$ cat config.mk
export PLATFORM = sky130hd
export DESIGN_NAME = dart_uart_rx
export DESIGN_NICKNAME = d
export VERILOG_FILES = /design/src/rtl/dart_uart_pkg.sv /design/src/rtl/dart_uart_rx_byte.sv /design/src/rtl/dart_uart_rx.sv
export SDC_FILE = /design/constraint.sdc
export NUM_CORES = 1
export LEC_CHECK = 0
export ABC_CLOCK_PERIOD_IN_PS = 5400
export BUFFER_PORTS_ARGS = -buffer_cell sky130_fd_sc_hd__buf_2
export CAP_MARGIN = 0
export CORE_MARGIN = 2
export CORE_UTILIZATION = 45
export CTS_BUF_LIST = sky130_fd_sc_hd__clkbuf_4 sky130_fd_sc_hd__clkbuf_8
export DETAILED_ROUTE_END_ITERATION = 8
export MAX_ROUTING_LAYER = met4
export PLACE_DENSITY = 0.64
export SLEW_MARGIN = 20
export SYNTH_ARGS = -nofsm -noshare
export SYNTH_HDL_FRONTEND = slang
export SYNTH_HIERARCHICAL = 1
export SYNTH_SLANG_ARGS = --single-unit
$ cat constraint.sdc
create_clock -name clock -period 5.4 [get_ports clock]
set_input_delay 1.62 -clock clock [delete_from_list [all_inputs] [get_ports clock]]
set_output_delay 1.62 -clock clock [all_outputs]
set_load 0.03 [all_outputs]
$ cat src/rtl/dart_uart_pkg.sv
// Shared types and sizing helpers for the DART UART receive path.
package dart_uart_pkg;

  typedef enum logic [2:0] {
    IDLE      = 3'd0,
    START     = 3'd1,
    DATA      = 3'd2,
    STOP      = 3'd3,
    WAIT_HIGH = 3'd4
  } rx_state_e;

  function automatic int unsigned calc_div(input int unsigned clock_freq,
                                           input int unsigned baud_rate);
    return clock_freq / baud_rate;
  endfunction

  function automatic int unsigned calc_half(input int unsigned div);
    return div / 2;
  endfunction

  // Bits needed for a counter spanning 0 .. max_count-1.
  function automatic int unsigned cnt_width(input int unsigned max_count);
    return (max_count < 2) ? 1 : $clog2(max_count);
  endfunction

endpackage

$ cat src/rtl/dart_uart_rx_byte.sv
// 8N1 byte receiver: input synchroniser, bit timer and frame FSM.
// Strobes are combinational and valid in the cycle of the stop-bit sample.
module dart_uart_rx_byte
  import dart_uart_pkg::*;
#(
  parameter int unsigned DIV = 16
) (
  input  logic       clock,
  input  logic       reset,
  input  logic       enable,
  input  logic       rx_line,
  output logic [7:0] byte_data,
  output logic       byte_valid_c,
  output logic       frame_err_c,
  output logic       start_det_c,
  output logic       idle_c
);

  localparam int unsigned HALF = calc_half(DIV);
  localparam int unsigned TW   = cnt_width(DIV);

  rx_state_e     state_q, state_d;
  logic [1:0]    sync_q;
  logic          rxs;
  logic [TW-1:0] timer_q;
  logic [2:0]    bitcnt_q;
  logic [7:0]    shift_q;
  logic          timer_zero;
  logic          load_half, load_div, shift_en, clr_bitcnt;

  assign rxs        = sync_q[1];
  assign timer_zero = (timer_q == '0);
  assign byte_data  = shift_q;

  // Two-flop synchroniser, idle-high
  always_ff @(posedge clock or posedge reset) begin
    if (reset) sync_q <= 2'b11;
    else       sync_q <= {sync_q[0], rx_line};
  end

  always_ff @(posedge clock or posedge reset) begin
    if (reset) state_q <= IDLE;
    else       state_q <= state_d;
  end

  always_comb begin
    state_d = state_q;
    case (state_q)
      IDLE:      if (enable && !rxs) state_d = START;
      START:     if (timer_zero) state_d = rxs ? IDLE : DATA;
      DATA:      if (timer_zero && bitcnt_q == 3'd7) state_d = STOP;
      STOP:      if (timer_zero) state_d = rxs ? IDLE : WAIT_HIGH;
      WAIT_HIGH: if (rxs) state_d = IDLE;
      default:   state_d = IDLE;
    endcase
  end

  always_comb begin
    load_half    = 1'b0;
    load_div     = 1'b0;
    shift_en     = 1'b0;
    clr_bitcnt   = 1'b0;
    byte_valid_c = 1'b0;
    frame_err_c  = 1'b0;
    start_det_c  = 1'b0;
    idle_c       = 1'b0;
    case (state_q)
      IDLE: begin
        idle_c      = 1'b1;
        start_det_c = enable && !rxs;
        load_half   = enable && !rxs;
      end
      START: begin
        load_div   = timer_zero && !rxs;
        clr_bitcnt = timer_zero && !rxs;
      end
      DATA: begin
        load_div = timer_zero;
        shift_en = timer_zero;
      end
      STOP: begin
        byte_valid_c = timer_zero && rxs;
        frame_err_c  = timer_zero && !rxs;
      end
      default: ;
    endcase
  end

  // Bit timer counts down to the next sample point; data shifts in LSB-first
  always_ff @(posedge clock or posedge reset) begin
    if (reset) begin
      timer_q  <= '0;
      bitcnt_q <= '0;
      shift_q  <= '0;
    end else begin
      if (load_half)       timer_q <= TW'(HALF - 1);
      else if (load_div)   timer_q <= TW'(DIV - 1);
      else if (!timer_zero) timer_q <= timer_q - TW'(1);

      if (clr_bitcnt) bitcnt_q <= '0;
      else if (shift_en) bitcnt_q <= bitcnt_q + 3'd1;

      if (shift_en) shift_q <= {rxs, shift_q[7:1]};
    end
  end

endmodule

$ cat src/rtl/dart_uart_rx.sv
// DART UART receive front end: packs BYTES received bytes (first byte in the
// MSBs) into one word, with sticky framing / inter-byte-timeout error flag.
module dart_uart_rx
  import dart_uart_pkg::*;
#(
  parameter int unsigned CLOCK_FREQ   = 50000000,
  parameter int unsigned BAUD_RATE    = 9600,
  parameter int unsigned WIDTH        = 16,
  parameter int unsigned TIMEOUT_BITS = 32
) (
  input  logic             clock,
  input  logic             reset,
  input  logic             enable,
  input  logic             RS232_RX_DATA,
  output logic [WIDTH-1:0] rx_data,
  output logic             rx_valid,
  output logic             rx_error
);

  localparam int unsigned DIV      = calc_div(CLOCK_FREQ, BAUD_RATE);
  localparam int unsigned BYTES    = WIDTH / 8;
  localparam int unsigned BCW      = cnt_width(BYTES);
  localparam int unsigned TO_LIMIT = TIMEOUT_BITS * DIV;
  localparam int unsigned TOW      = cnt_width(TO_LIMIT);

  logic [7:0]       byte_data;
  logic             byte_valid_c, frame_err_c, start_det_c, idle_c;
  logic [BCW-1:0]   bytecnt_q;
  logic [WIDTH-1:0] word_q, word_next;
  logic [TOW-1:0]   to_cnt_q;
  logic             to_run_c, timeout_c;

  dart_uart_rx_byte #(
    .DIV (DIV)
  ) u_byte (
    .clock        (clock),
    .reset        (reset),
    .enable       (enable),
    .rx_line      (RS232_RX_DATA),
    .byte_data    (byte_data),
    .byte_valid_c (byte_valid_c),
    .frame_err_c  (frame_err_c),
    .start_det_c  (start_det_c),
    .idle_c       (idle_c)
  );

  assign word_next = (word_q << 8) | WIDTH'(byte_data);
  assign to_run_c  = idle_c && (bytecnt_q != '0);
  // A start edge in the same cycle as expiry wins over the timeout
  assign timeout_c = to_run_c && !start_det_c && (to_cnt_q == TOW'(TO_LIMIT - 1));

  always_ff @(posedge clock or posedge reset) begin
    if (reset) begin
      to_cnt_q <= '0;
    end else if (start_det_c || !to_run_c || timeout_c) begin
      to_cnt_q <= '0;
    end else begin
      to_cnt_q <= to_cnt_q + TOW'(1);
    end
  end

  always_ff @(posedge clock or posedge reset) begin
    if (reset) begin
      bytecnt_q <= '0;
      word_q    <= '0;
      rx_data   <= '0;
      rx_valid  <= 1'b0;
      rx_error  <= 1'b0;
    end else begin
      rx_valid <= 1'b0;
      if (byte_valid_c) begin
        if (bytecnt_q == BCW'(BYTES - 1)) begin
          rx_data   <= word_next;
          rx_valid  <= 1'b1;
          bytecnt_q <= '0;
          word_q    <= '0;
        end else begin
          word_q    <= word_next;
          bytecnt_q <= bytecnt_q + BCW'(1);
        end
      end else if (frame_err_c || timeout_c) begin
        bytecnt_q <= '0;
        word_q    <= '0;
        rx_error  <= 1'b1;
      end
    end
  end

endmodule

== Word level (Yosys, flattened, before mapping) ==
Cells that the tools add are included.

* Register bits after elaboration: 74
* Bits of input ports: 4
* Output and inout port bits: 18
* Logic and storage cells: 78

* $add $sub $neg: 4
* Eq/ne operators: 12
* Muxes and demuxes: 29
* Bitwise logic cells: 2
* Reduce and logical (&&, ||, !) cells: 20

{| class="wikitable"
|+ Operators by type and width
! operator !! number
|-
| $mux W13 || 3
|-
| $mux W3 || 8
|-
| $mux W8 || 3
|-
| $add A18 B1 Y18 const B || 1
|-
| $eq A18 B18 Y1 const B || 1
|-
| $mux W18 || 1
|-
| $or A16 B8 Y16 || 1
|-
| $pmux W3 S5 || 1
|-
| $logic_not A13 Y1 || 1
|-
| $sub A13 B1 Y13 const B || 1
|-
| $mux W1 || 11
|-
| $ne A2 B1 Y1 const B || 5
|-
| $logic_and A1 B1 Y1 || 7
|-
| $eq A3 B2 Y1 const B || 2
|-
| $eq A3 B3 Y1 const B || 2
|-
| $reduce_and A5 Y1 || 1
|-
| $reduce_and A2 Y1 || 2
|-
| $reduce_bool A2 Y1 || 2
|-
| $add A3 B1 Y3 const B || 1
|-
| $eq A3 B1 Y1 const B || 1
|-
| $logic_not A1 Y1 || 3
|-
| $logic_not A3 Y1 || 1
|-
| $logic_or A1 B1 Y1 || 3
|-
| $ne A3 B3 Y1 const B || 1
|-
| other kinds (4) || 4
|}

== Logic depth before layout (Yosys ltp) ==
Gate-level depths: netlist (run 1).

* Depth after elaboration: 9
* Mapped depth: 10

== Hierarchy ==
Netlist (run 1), hierarchy kept.

{| class="wikitable"
|+ Modules (own cells, without submodules)
! module !! times used !! cells each !! area each (um^2) !! seq. area each (um^2)
|-
| dart_uart_rx || 1 || 163 || 1991.9 || 1126.1
|-
| dart_uart_rx_byte || 1 || 126 || 1427.6 || 728.2
|}

== Least setup slack after synthesis (run 1) ==
Ideal clock, no wire load.

* Kind: flip-flop to flip-flop
* Start: reg u_byte.timer_q[0]
* End: reg rx_data[0]
* Data arrival time: 2910 ps
* Setup slack: 2365 ps
* Cell stages (with the launch flop): 11
* Path buffers: 2
* Period minus slack after synthesis: 3035 ps
* Cells stage by stage: dfrtp_1 -> inv_1 -> ha_1 -> or4b_4 -> buf_6 -> nand4bb_1 -> or3_1 -> nor2_1 -> nand2_1 -> buf_2 -> mux2_2

* Longest elaborated chain between the ends: 4

{| class="wikitable"
|+ Ends and longest elaborated chain
! what !! line !! text
|-
| start, declared || dart_uart_rx_byte.sv:25 || <nowiki>logic [TW-1:0] timer_q;</nowiki>
|-
| start signal, assigned || dart_uart_rx_byte.sv:96 || <nowiki>if (load_half) timer_q <= TW'(HALF - 1);</nowiki>
|-
| start signal, assigned || dart_uart_rx_byte.sv:97 || <nowiki>else if (load_div) timer_q <= TW'(DIV - 1);</nowiki>
|-
| start signal, assigned || dart_uart_rx_byte.sv:98 || <nowiki>else if (!timer_zero) timer_q <= timer_q - TW'(1);</nowiki>
|-
| $logic_not A13 Y1 || dart_uart_rx_byte.sv:32 || <nowiki>assign timer_zero = (timer_q == '0);</nowiki>
|-
| $logic_and A1 B1 Y1 || dart_uart_rx_byte.sv:82 || <nowiki>byte_valid_c = timer_zero && rxs;</nowiki>
|-
| $mux W1 || dart_uart_rx_byte.sv:67 || <nowiki>case (state_q)</nowiki>
|-
| via byte_valid_c || dart_uart_rx.sv:27 || <nowiki>logic byte_valid_c, frame_err_c, start_det_c, idle_c;</nowiki>
|-
| $reduce_and A2 Y1 (no line) || -- ||
|-
| end signal, assigned || dart_uart_rx.sv:73 || <nowiki>rx_data <= word_next;</nowiki>
|-
| end, declared || dart_uart_rx.sv:15 || <nowiki>output logic [WIDTH-1:0] rx_data,</nowiki>
|}

The timed path passes the listed nets, and every way through them passes these cells.
A chain may end at the register's enable or synchronous reset.

== Worst setup path in the final report (run 1) ==
* Start: reg u_byte.timer_q[0]
* End: reg rx_data[6]

Same word-level chain as after synthesis.

==> qor.csv, run 1 <==
stage;metric;value;unit
place;place.port_buffers;21;
setup_path;critPathLaunch;u_byte/timer_q[0];
synth;netlist_top_cells_area;dfrtp_1 53%, mux2_2 5.9%, xnor2_1 3.8%, nor2_1 3.5%, mux2_4 3.1%;
setup_path;critical_path.max_fanout;17;
synth;post-synth-top-count-cell;dfrtp_1;
setup_path;reg2regPathDepth;8;
floorplanning;die_height;91.2;um
synth;synthesis.nets;297;
clock_network;cts_made_buffers;9;
synth;mappedNetlistArea;0.00342;sq mm
grt;grt_first_pass_wirelength;11.4;mm
synth;yosysWarnings;6;
setup_path;critical_path.cell_chain;inv_1, ha_1, or4b_4, nand4bb_1, or3_1, nor2_1, nand2_1, mux2_2;
floorplanning;fp.dieW;91.2;um
synth;ys.flop_type;dfrtp_1;
synth;syn-instance-count;289;
job;maxCapViolCount;0;
floorplanning;die-area;0.00831;sq mm
floorplanning;total_number_of_placement_rows;31;
final_layout;layout.nets;322;
outcome;status;finished, final reports clean;
sta;tightestPinTransition;911;ps
floorplanning;core_region_area;0.00729;sq mm
drt;detailroute.via_count;2221;
floorplanning;effective_utilization_at_floorplan;0.469;
sta;fin_setup_tns;0;ps
drt;detail-route-antenna-nets;0;
sta;rsz0062_at_grt;false;
clock_network;clock_sinks;74;
drt;detail_route.drc_violations;0;
grt;track_usage;0.174;
drt;avgViaCountPerCell;5.31;
grt;grt_start_max_net_pins;46;
pwr;power_leakage;1.71;nW
sta;timing.clock.skew;10.9;ps
synth;yosys_register_bits;74;
sta;min_period_over_period;0.664;
setup_path;critical-path-max-stage-delay;550;ps
synth;edff_count_synth;0;
synth;synth.lib_cells_used.distinct;54;
synth;seq_area_frac_synth;0.542;
final_layout;antenna-diode-count;0;
setup_path;path_class;reg -> reg;
clock_network;ctsHoldBuffers;0;
sta;slew_violations;0;
sta;report.final.hold_viol_count;0;
synth;postSynthAreaPerCell;11.8;sq um
clock_network;ctsLongestPathBuffers;2;
setup_path;worst_ep_arrival_time;3820;ps
sta;whs;360;ps
setup_path;critical-path-slowest-cell;nand2_1;
clock_network;insertion_delay;350;ps
floorplanning;floorplan.io_pins;22;
grt;grt_antenna_before_repair;0;
setup_path;worst_setup_path_start_kind;flip-flop;
sta;fin_crit;3590;ps
sta;timing.slew.headroom;0.390;
sta;report.final.setup_viol;0;
setup_path;r2r_start;u_byte/timer_q[0];
clock_network;tritoncts;done;
clock_network;post-cts-setup-buffer-count;0;
drt;drt_iter0_drc;181;
drt;drt-total-wl;6.27;mm
sta;maximum_achievable_frequency;279;MHz
synth;synth_top_cell_area_share;0.527;
final_layout;post_route_cells_drive_above_1_share;0.248;
setup_path;capture_point_of_the_worst_reg_to_reg_path;rx_data[6];
drt;drtPass1Iterations;4;
setup_path;timing.critical_path.to;rx_data[6];
synth;ys_async_sr_fraction;1.00;
pwr;worst_ir_drop_vdd;141;uV
clock_network;postCtsResizedCells;0;
place;place_congestion;0.849;
pwr;power.density;305;mW/mm^2
clock_network;ctsHtreeMaxLevel;3;
drt;drt-wirelength-per-cell;15.0;um
min_path;min-delay-path-class;reg -> reg;
setup_path;timing.critical_path.required;5640;ps
grt;global_route.overflow_total;0;
clock_network;clockRootBuffer;clkbuf_8;
place;dp_hpwl;4.13;mm
grt;first_global_vias;2347;
setup_path;ff2ff_setup_slack;1810;ps
setup_path;end_kind;flip-flop;
synth;yosys-top-cells-count;72 x dfrtp_1, 32 x nor2_1, 18 x mux2_2;
synth;netlist.top_cell.by_area;dfrtp_1;
clock_network;clk_transition_reported_paths;90;ps
final_layout;area_delta_synth_final;11.5;%
-- worst max-delay path, delay by kind of cell, from the launching register on --
family,cells,cell delay [ps]
multiplexers,1,480
adder cells (fa/ha/maj),1,200
buffers and inverters,1,100
AND/OR/NAND/NOR,5,2250
flip-flops,1,440
-- cell usage in the layout, fill, tap and decap left out, types with 2 or more instances in the layout --
master and count:
dfrtp_1 72, nor2_1 32, buf_2 21, mux2_2 18, nand2_1 16, xnor2_1 15, nor4_1 12, nor3_1 11
a22o_1 10, nand3_1 9, inv_1 9, clkbuf_8 9, xor2_1 7, mux2_4 7, nand4_1 5, o21ai_0 5
a21oi_1 4, ha_1 4, inv_6 3, or3_1 3, nand4b_1 2, or3_4 2, a31oi_1 2, buf_4 2
nor3b_1 2, or4_1 2, a211oi_1 2, dfstp_2 2
-- worst min-delay path by stage --
stage | from | end | slack [ps] | cells after the start
after detailed placement | u_byte/sync_q[0] | u_byte/sync_q[1] | 350 | 0
after CTS | u_byte/sync_q[0] | u_byte/sync_q[1] | 360 | 0
after floorplan | u_byte/sync_q[0] | u_byte/sync_q[1] | 350 | 0
final | u_byte/sync_q[0] | u_byte/sync_q[1] | 360 | 0
after global placement | u_byte/sync_q[0] | u_byte/sync_q[1] | 350 | 0
after global routing | u_byte/sync_q[0] | u_byte/sync_q[1] | 360 | 0
-- per-stage QoR --
step           utilization  cell area, sq um  cells  setup slack [ps]  power [mW]
2_1_floorplan            -              3420    289              2370       0.699
3_3_place_gp         0.495              3610    402              1930       0.723
3_5_place_dp         0.495              3610    402              1850       0.725
4_1_cts              0.523              3810    418              1840        1.18
5_1_grt              0.523              3810    418              1610        1.22
6_report             0.523              3810    418              1810        1.16
-- report_power, final --
group	leakage (nW)	switching, mW	internal, mW
sequential	0.992	0.0406	0.589
combinational	0.617	0.0477	0.0378
clock	0.103	0.225	0.222
-- layer usage --
metal  GRT usage  share of wire
met1       0.249           0.52
met2       0.254           0.44
met3      0.0249          0.023
met4      0.0644          0.011
met5           -              0
-- state kept, by name (all words and copies together), names as in the netlist --
| name | cells |
|---|---|
| to_cnt_q | 18 |
| rx_data | 16 |
| u_byte/timer_q | 13 |
| u_byte/byte_data | 8 |
| word_q | 8 |
| u_byte/bitcnt_q | 3 |
| u_byte/state_q | 3 |
| u_byte/sync_q | 2 |
| bytecnt_q | 1 |
| rx_error | 1 |
| rx_valid | 1 |
-- cell families after synthesis --
logic type	Yosys count	synth area share
adders and majority gates	4	0.0146
AOI/OAI and AO/OA	32	0.0761
buffers and inverters	19	0.0278
xor gates and xnor gates	22	0.0563
and+or+nand+nor	112	0.190
DFF	74	0.542
muxes	26	0.0929
-- layout make-up --
type,instances,area (sq um)
Fill cell,674,3480
Sequential cell,74,1850
Multi-Input combinational cell,196,1470
Clock buffer,9,124
Tap cell,99,124
Timing Repair Buffer,23,120
Clock inverter,7,83.8
Inverter,10,37.5
(Power assumes the default switching activity.)
==> inputs of run 2 (changes only) <==
- ABC_CLOCK_PERIOD_IN_PS: 5400 -> 3600
- clock period: 5.4 -> 3.6 ns (I/O delays scaled with it)
==> run 2 against run 1 <==
- sequential share of layout area shrank 0.97 points
- sequential cell count is the same
- setup slack lost 1300 ps
- sequential power grew 51%
- highest routed layer unchanged
- die area is the same
- power grew 60%
- clock skew grew 2.6 ps
- final cell count grew 1.2%
==> qor.csv, run 2 (synthesis results as in run 1) <==
stage;metric;value;unit
outcome;status;finished, final reports clean;
setup_path;ff2ff_setup_slack;500;ps
clock_network;ctsHtreeMaxLevel;3;
drt;avgViaCountPerCell;5.39;
drt;detailroute.via_count;2280;
setup_path;path_class;reg -> reg;
clock_network;postCtsResizedCells;0;
clock_network;clk_transition_reported_paths;80;ps
sta;slew_violations;0;
setup_path;critical-path-max-stage-delay;530;ps
clock_network;ctsHoldBuffers;0;
final_layout;registers.top_by_ff_count;to_cnt_q;
grt;track_usage;0.169;
place;place_congestion;0.826;
drt;drt-total-wl;6.29;mm
drt;drt-wirelength-per-cell;14.9;um
drt;wl_met3;188;um
pwr;power_leakage;1.75;nW
clock_network;insertion_delay;350;ps
drt;met1Wirelength;3.25;mm
floorplanning;fp.dieW;91.2;um
sta;report.final.hold_viol_count;0;
job;maxCapViolCount;0;
clock_network;ctsLongestPathBuffers;2;
setup_path;critical_path.max_fanout;10;
sta;rsz0062_at_grt;false;
clock_network;clock_sinks;74;
floorplanning;effective_utilization_at_floorplan;0.469;
final_layout;post_route_cells_drive_above_1_share;0.259;
final_layout;fillerInstances;655;
clock_network;cts_made_buffers;9;
setup_path;timing.critical_path.required;3840;ps
sta;fin_crit;3100;ps
drt;route.met2.wl;2.70;mm
setup_path;end_kind;flip-flop;
sta;report.final.setup_viol;0;
pwr;power.density;479;mW/mm^2
sta;fin_setup_tns;0;ps
clock_network;tritoncts;done;
sta;min_period_over_period;0.861;
floorplanning;total_number_of_placement_rows;31;
grt;global_route.overflow_total;0;
floorplanning;core_region_area;0.00729;sq mm
setup_path;worst_setup_path_start_kind;flip-flop;
setup_path;worst_ep_arrival_time;3340;ps
grt;first_global_vias;2248;
setup_path;critical_path.cell_chain;inv_1, ha_1, or4b_4, nand4bb_1, or3_1, nor2_1, nand2_1, buf_4, mux2_2;
grt;grt_antenna_before_repair;0;
sta;timing.slew.headroom;0.524;
sta;final_setup_margin;502;ps
clock_network;clockRootBuffer;clkbuf_8;
clock_network;post-cts-setup-buffer-count;0;
drt;detail-route-antenna-nets;0;
drt;detail_route.drc_violations;0;
drt;highest_layer;met4;
place;dp_worst_setup_slack;521;ps
place;place.port_buffers;21;
pwr;p_total;1.86;mW
place;dp_hpwl;4.22;mm
floorplanning;die-area;0.00831;sq mm
sta;tightestPinTransition;708;ps
final_layout;most_common_cell_after_layout_fill_and_taps_aside;dfrtp_1;
final_layout;area_delta_synth_final;13.8;%
drt;drt_iter0_drc;145;
sta;whs;357;ps
setup_path;critical-path-slowest-cell;or4b_4;
final_layout;layout_common_cells;72 x dfrtp_1, 32 x nor2_1, 21 x buf_2, 18 x mux2_2, 16 x nand2_1;
final_layout;layout.nets;327;
grt;grt_start_max_net_pins;46;
sta;maximum_achievable_frequency;323;MHz
grt;grt_first_pass_wirelength;10.9;mm
final_layout;largest_register_ffs;18;
floorplanning;die_height;91.2;um
pwr;worst_ir_drop_vdd;191;uV
drt;drtPass1Iterations;4;
min_path;min-delay-path-class;reg -> reg;
floorplanning;floorplan.io_pins;22;
final_layout;antenna-diode-count;0;
sta;timing.clock.skew;13.5;ps
final_layout;largest_registers_in_the_final_layout;to_cnt_q: 18 flops, rx_data: 16 flops, u_byte/timer_q: 13 flops;
==> run 2: cell count changes in the layout (fill, tap and decap cells not counted) <==
cell / change
inv_8: -1
buf_4: +5
bufinv_16: +2
inv_6: -1
==> run 2: final cells by class <==
class                      count  area, sq um  area share
tap                           99          124      0.0318
multi-input combinational    196         1470       0.378
inverter                      10         37.5     0.00965
clock inverter                 7          124      0.0318
timing repair buffer          28          158      0.0405
sequential                    74         1850       0.477
clock buffer                   9          124      0.0318
==> run 2: stage by stage <==
stage	util	cell area, sq um	instances
6_report	0.534	3890	423
5_1_grt	0.534	3890	423
4_1_cts	0.534	3890	423
3_5_place_dp	0.500	3640	407
3_3_place_gp	0.500	3640	407
2_1_floorplan	-	3420	289
==> run 2: layer usage <==
layer  vias to the layer above  track usage
li1                       1098            -
met1                      1134        0.232
met2                        35        0.239
met3                        13       0.0539
met4                         0       0.0543
met5                         -            -
==> run 2: worst paths after layout <==
kind                                         from             endpoint  cells after the start
worst min register to register   u_byte/sync_q[0]     u_byte/sync_q[1]                      0
min in group asynchronous                   reset  u_byte/byte_data[6]                      3
worst max register to register  u_byte/timer_q[0]           rx_data[1]                      9
worst max-delay path            u_byte/timer_q[0]           rx_data[1]                      9
max in group asynchronous                   reset         to_cnt_q[12]                      3
worst min-delay path             u_byte/sync_q[0]     u_byte/sync_q[1]                      0
==> run 2: power by group <==
part           switching, mW  internal [mW]  leakage [nW]
logic                 0.0692         0.0565         0.641
registers             0.0649          0.883         0.992
clock network          0.323          0.466         0.120
total                  0.457           1.41          1.75
==> run 2: worst max-delay path, delay by kind of cell, from the launching register on <==
kind,cells,cell delay [ps]
AND/OR/NAND/NOR,5,1790
flip-flops,1,430
buffers and inverters,2,300
multiplexers,1,280
adder cells (fa/ha/maj),1,210
